--- src/rtl/wave_measure.sv ---
// Period and min/max of an 8-bit waveform between rising mid-level crossings; define WAVE_MEAS_HYST_EN for +/-HYST hysteresis.
// Results land one cycle after the closing crossing sample; no backpressure, sample_valid only qualifies data.
module wave_measure #(
   parameter int CNT_WIDTH = 24,
   parameter int MID_LEVEL = 128,
   parameter int HYST      = 8
) (
   input  logic                 clk,
   input  logic                 rst_n,
   input  logic                 sample_valid,
   input  logic [7:0]           sample_data,
   output logic                 meas_valid,
   output logic [CNT_WIDTH-1:0] period,
   output logic [7:0]           max_val,
   output logic [7:0]           min_val,
   output logic                 timeout
);

`ifdef WAVE_MEAS_HYST_EN
   localparam logic [8:0] LO_THR = 9'(MID_LEVEL - HYST);
   localparam logic [8:0] HI_THR = 9'(MID_LEVEL + HYST);
`else
   localparam logic [8:0] LO_THR = 9'(MID_LEVEL);
   localparam logic [8:0] HI_THR = 9'(MID_LEVEL);
`endif

   typedef enum logic [1:0] {ARM, WAIT_RISE, MEASURE} state_t;

   state_t               state;
   logic                 below;
   logic [CNT_WIDTH-1:0] cnt;
   logic [7:0]           run_max;
   logic [7:0]           run_min;

   logic [8:0]           smp;
   logic                 is_lo;
   logic                 is_event;
   logic [CNT_WIDTH-1:0] cnt_inc;
   logic                 cnt_sat;

   assign smp      = {1'b0, sample_data};
   assign is_lo    = sample_valid && (smp < LO_THR);
   assign is_event = sample_valid && below && (smp >= HI_THR);
   assign cnt_inc  = cnt + 1'b1;
   // Saturate one step early so cnt+1 always fits in the period register.
   assign cnt_sat  = (cnt_inc == '1);

   always_ff @(posedge clk) begin
      if (!rst_n) begin
         state      <= ARM;
         below      <= 1'b0;
         cnt        <= '0;
         run_max    <= '0;
         run_min    <= '0;
         meas_valid <= 1'b0;
         timeout    <= 1'b0;
         period     <= '0;
         max_val    <= '0;
         min_val    <= '0;
      end else begin
         meas_valid <= 1'b0;
         timeout    <= 1'b0;

         if (is_event)
            below <= 1'b0;
         else if (is_lo)
            below <= 1'b1;

         case (state)
            ARM: begin
               if (is_lo)
                  state <= WAIT_RISE;
            end
            WAIT_RISE: begin
               if (is_event) begin
                  cnt     <= '0;
                  run_max <= sample_data;
                  run_min <= sample_data;
                  state   <= MEASURE;
               end
            end
            MEASURE: begin
               if (cnt_sat) begin
                  // Timeout wins over a coincident crossing and drops the arm flag.
                  timeout <= 1'b1;
                  below   <= 1'b0;
                  cnt     <= '0;
                  state   <= ARM;
               end else if (is_event) begin
                  period     <= cnt_inc;
                  max_val    <= run_max;
                  min_val    <= run_min;
                  meas_valid <= 1'b1;
                  cnt        <= '0;
                  run_max    <= sample_data;
                  run_min    <= sample_data;
               end else begin
                  cnt <= cnt_inc;
                  if (sample_valid) begin
                     if (sample_data > run_max)
                        run_max <= sample_data;
                     if (sample_data < run_min)
                        run_min <= sample_data;
                  end
               end
            end
            default: state <= ARM;
         endcase
      end
   end

endmodule

--- config.mk ---
export PLATFORM = sky130hd
export DESIGN_NAME = wave_measure
export DESIGN_NICKNAME = d
export VERILOG_FILES = /design/src/rtl/wave_measure.sv
export SDC_FILE = /design/constraint.sdc
export NUM_CORES = 1
export LEC_CHECK = 0
export CAP_MARGIN = 0
export CELL_PAD_IN_SITES_DETAIL_PLACEMENT = 0
export CELL_PAD_IN_SITES_GLOBAL_PLACEMENT = 2
export CORE_ASPECT_RATIO = 0.7
export CORE_UTILIZATION = 30
export DETAILED_ROUTE_END_ITERATION = 7
export GPL_ROUTABILITY_DRIVEN = 0
export PLACE_DENSITY = 0.82
export SYNTH_ARGS = -nofsm -noshare
export SYNTH_HDL_FRONTEND = slang
export SYNTH_SLANG_ARGS = --single-unit
--- constraint.sdc ---
create_clock -name clk -period 3.35 [get_ports clk]
set_clock_uncertainty 0.15 [all_clocks]
set_input_delay 0.67 -clock clk [delete_from_list [all_inputs] [get_ports clk]]
set_output_delay 0.67 -clock clk [all_outputs]
set_load 0.02 [all_outputs]
==> impl_metrics.tcl, run 1 <==
set metrics [dict create \
    relSlewSlack_pct 49.30 \
    n_antenna_cell 0 \
    gr-total-overflow 0 \
    yosysUniqueCellTypes 56 \
    required_ns 3.47 \
    synth_seq_cells 85 \
    worst-path-buf-inv 1 \
    fill_cells 1411 \
    p_leak_nw 2.175 \
    dr.pass1.iters 5 \
    synth_top_area_share_pct 39.58 \
    drtIter0Drc 362 \
    fmax_mhz 314.5 \
    vdd.ir_drop.worst_mv 0.2896 \
    syn2layout_area_growth_pct 34.46 \
    initial_core_util_pct 30.79 \
    layout_setup_ws_ns 0.1705 \
    final_util_pct 41.40 \
    fin_nets 636 \
    setup-violations-final 0 \
    slowest_delay_ns 0.67 \
    yosys.area.top_type "dfxtp_1" \
    remaining_drc_errors 0 \
    worst-setup-path-type "reg -> reg" \
    hold_class "reg -> reg" \
    mostFrequentLayoutCell "dfxtp_1" \
    crit_fanout 16 \
    avgSynthCellArea_um2 8.316 \
    setup.worst_path.start_class "flop" \
    power.density_mw_per_mm2 369.0 \
    cts_max_level 3 \
    clk_latency_ns 0.33 \
    grtUsageTotal_pct 17.76 \
    synthArstFlopShare_pct 0 \
    die_h_um 102.2 \
    synth-edff-count 0 \
    vias 3953 \
    synth_area_leaders "dfxtp_1 (40%), nand2_1 (6.5%), ha_1 (4.9%), mux2i_1 (4.4%), a211oi_1 (4.4%)" \
    final_antenna_net_count 0 \
    drt_wl_total_um 12530 \
    hpwl_um 9466 \
    syn_nets 545 \
    yosys_warnings 0 \
    io_buffer_count 52 \
    dp_slack_ns -0.1133 \
    r2r_setup_slack_ns 0.17 \
    clockBufferDepth 2 \
    worstSetupEndpointType "flop" \
    grt_pass1_vias 3764 \
    timing.final.crit_share_pct 94.91 \
    tightest_slew_ns 0.7580 \
    vias_per_cell 4.923 \
    fp.coreArea_mm2 0.01396 \
    cts_inserted_buffers 9 \
    synth_area_mm2 0.004299 \
    cts_tree "yes" \
    antenna_found_initial 0 \
    io_pins 53 \
    crit_slowest_cell "a211oi_4" \
    grt_pass1_wl_um 20480 \
    synthFlopType "dfxtp_1" \
    num_rows 36 \
    drv_cap 0 \
    ys_seq_area_share_pct 39.58 \
    cpLargestDelayFamily "compound AO/OA/AOI/OAI gates" \
    drive_gt1_share_pct 16.48 \
    die_area_mm2 0.01482 \
    period_needed_ns 3.180 \
    path_cells "nand4_4 > or4_4 > o31a_1 > o22ai_2 > nor4b_4 > a211oi_4 > buf_4 > nand3_1 > mux2i_1" \
    clock_sinks 85 \
    cts-root-buf "clkbuf_16" \
    grt_max_degree 59 \
    status "finished clean" \
    final_cell_mix "dfxtp_1 (85), nand2_1 (74), buf_4 (58)" \
    postCtsHoldBufs 0 \
    cts.clk_slew.worst_paths_ns 0.06 \
    finalMaxSlewViolations 0 \
    die_w_um 145.1 \
    routedWlPerCell_um 15.60 \
    hold_viol 0 \
    syn_inst 517 \
    crit_arrival_ns 3.30 \
]
==> registers in the layout, indices dropped and copies added, names as in the netlist, 2 cells and up <==
signal and count:
cnt 24, max_val 8, min_val 8, period 24, run_max 8, run_min 8
state 2
==> synth_stat cells, types with 9 or more instances <==
cell	n
nand4_1	9
a21oi_1	23
nor2_1	44
inv_1	24
or3_1	10
nand3_1	31
mux2i_1	19
nand2_1	74
buf_2	11
o21ai_0	27
dfxtp_1	85
clkbuf_1	18
ha_1	17
a211oi_1	25
==> power breakdown <==
group / switching, mW / total (mW) / internal, mW
Sequential: 0.00225 / 1.02 / 1.01
Combinational: 0.0536 / 0.0882 / 0.0346
Clock: 0.395 / 1.03 / 0.635
==> layer usage <==
layer	vias to the layer above	GRT usage, %	share of wire [%]
li1	1998	-	-
met1	1861	26.56	56
met2	88	25.81	40
met3	6	3.661	4.1
met4	0	4.130	0.74
met5	-	0	0
==> layout make-up <==
class / count / area (um2) / area share, %
Inverter: 24 / 90.09 / 1.558
Sequential cell: 85 / 1702 / 29.44
Tap cell: 190 / 237.7 / 4.113
Clock buffer: 12 / 266.5 / 4.610
Multi-Input combinational cell: 375 / 2429 / 42.01
Timing Repair Buffer: 113 / 1011 / 17.49
Clock inverter: 4 / 45.04 / 0.7792
==> worst min-delay path, stage by stage (launching register included) <==
cell	delay, ns
dfxtp_1	0.31
nand2_1	0.05
o21ai_0	0.06
==> logic make-up (layout without fill, tap and decap cells) <==
| family | count (synthesis) | in the layout | synth area share, % |
|---|---|---|---|
| buffers and inverters | 57 | 153 | 5.500 |
| muxes | 19 | 19 | 4.424 |
| DFF | 85 | 85 | 39.58 |
| adders and majority gates | 17 | 17 | 4.948 |
| AOI/OAI and AO/OA | 105 | 105 | 16.56 |
| and+or+nand+nor | 220 | 220 | 26.13 |
| xor gates and xnor gates | 14 | 14 | 2.852 |
==> worst paths after layout <==
kind,start,end,cells past startpoint
setup / recovery,cnt[3],cnt[23],9
hold / removal,min_val[4],min_val[4],2
setup reg to reg,cnt[3],cnt[23],9
hold reg to reg,min_val[4],min_val[4],2
==> metrics by stage <==
step | cell area, um2 | setup TNS [ns] | instances | hold WS (ns) | total power [mW]
after floorplan | 4299 | 0 | 517 | 0.2892 | 1.088
after global placement | 5394 | -0.06043 | 786 | 0.2932 | 1.123
after detailed placement | 5394 | -0.6983 | 786 | 0.3049 | 1.126
after CTS | 5718 | 0 | 802 | 0.3148 | 2.164
after global routing | 5781 | -0.00009814 | 803 | 0.3387 | 2.220
final | 5781 | 0 | 803 | 0.3109 | 2.133
==> timing repair <==
action / CTS / global route
hold endpoints to repair: 0 / 0
gates resized for setup: 2 / 9
cloned: 0 / 0
setup buffers: 0 / 1
pin swaps: 0 / 4
endpoints found under the setup margin: 20 / 50
Note: power is estimated with default switching activity, not from simulation.
==> run 2, diff against run 1 <==
CORE_MARGIN = 1   (was unset)
==> results of run 2 <==
Same layout as run 1: the final DEF is identical, and so are final timing and power.
==> run 3, diff against run 2 <==
SKIP_LAST_GASP = 1   (was unset)
==> results of run 3 <==
Same layout as run 1: the final DEF is identical, and so are final timing and power.
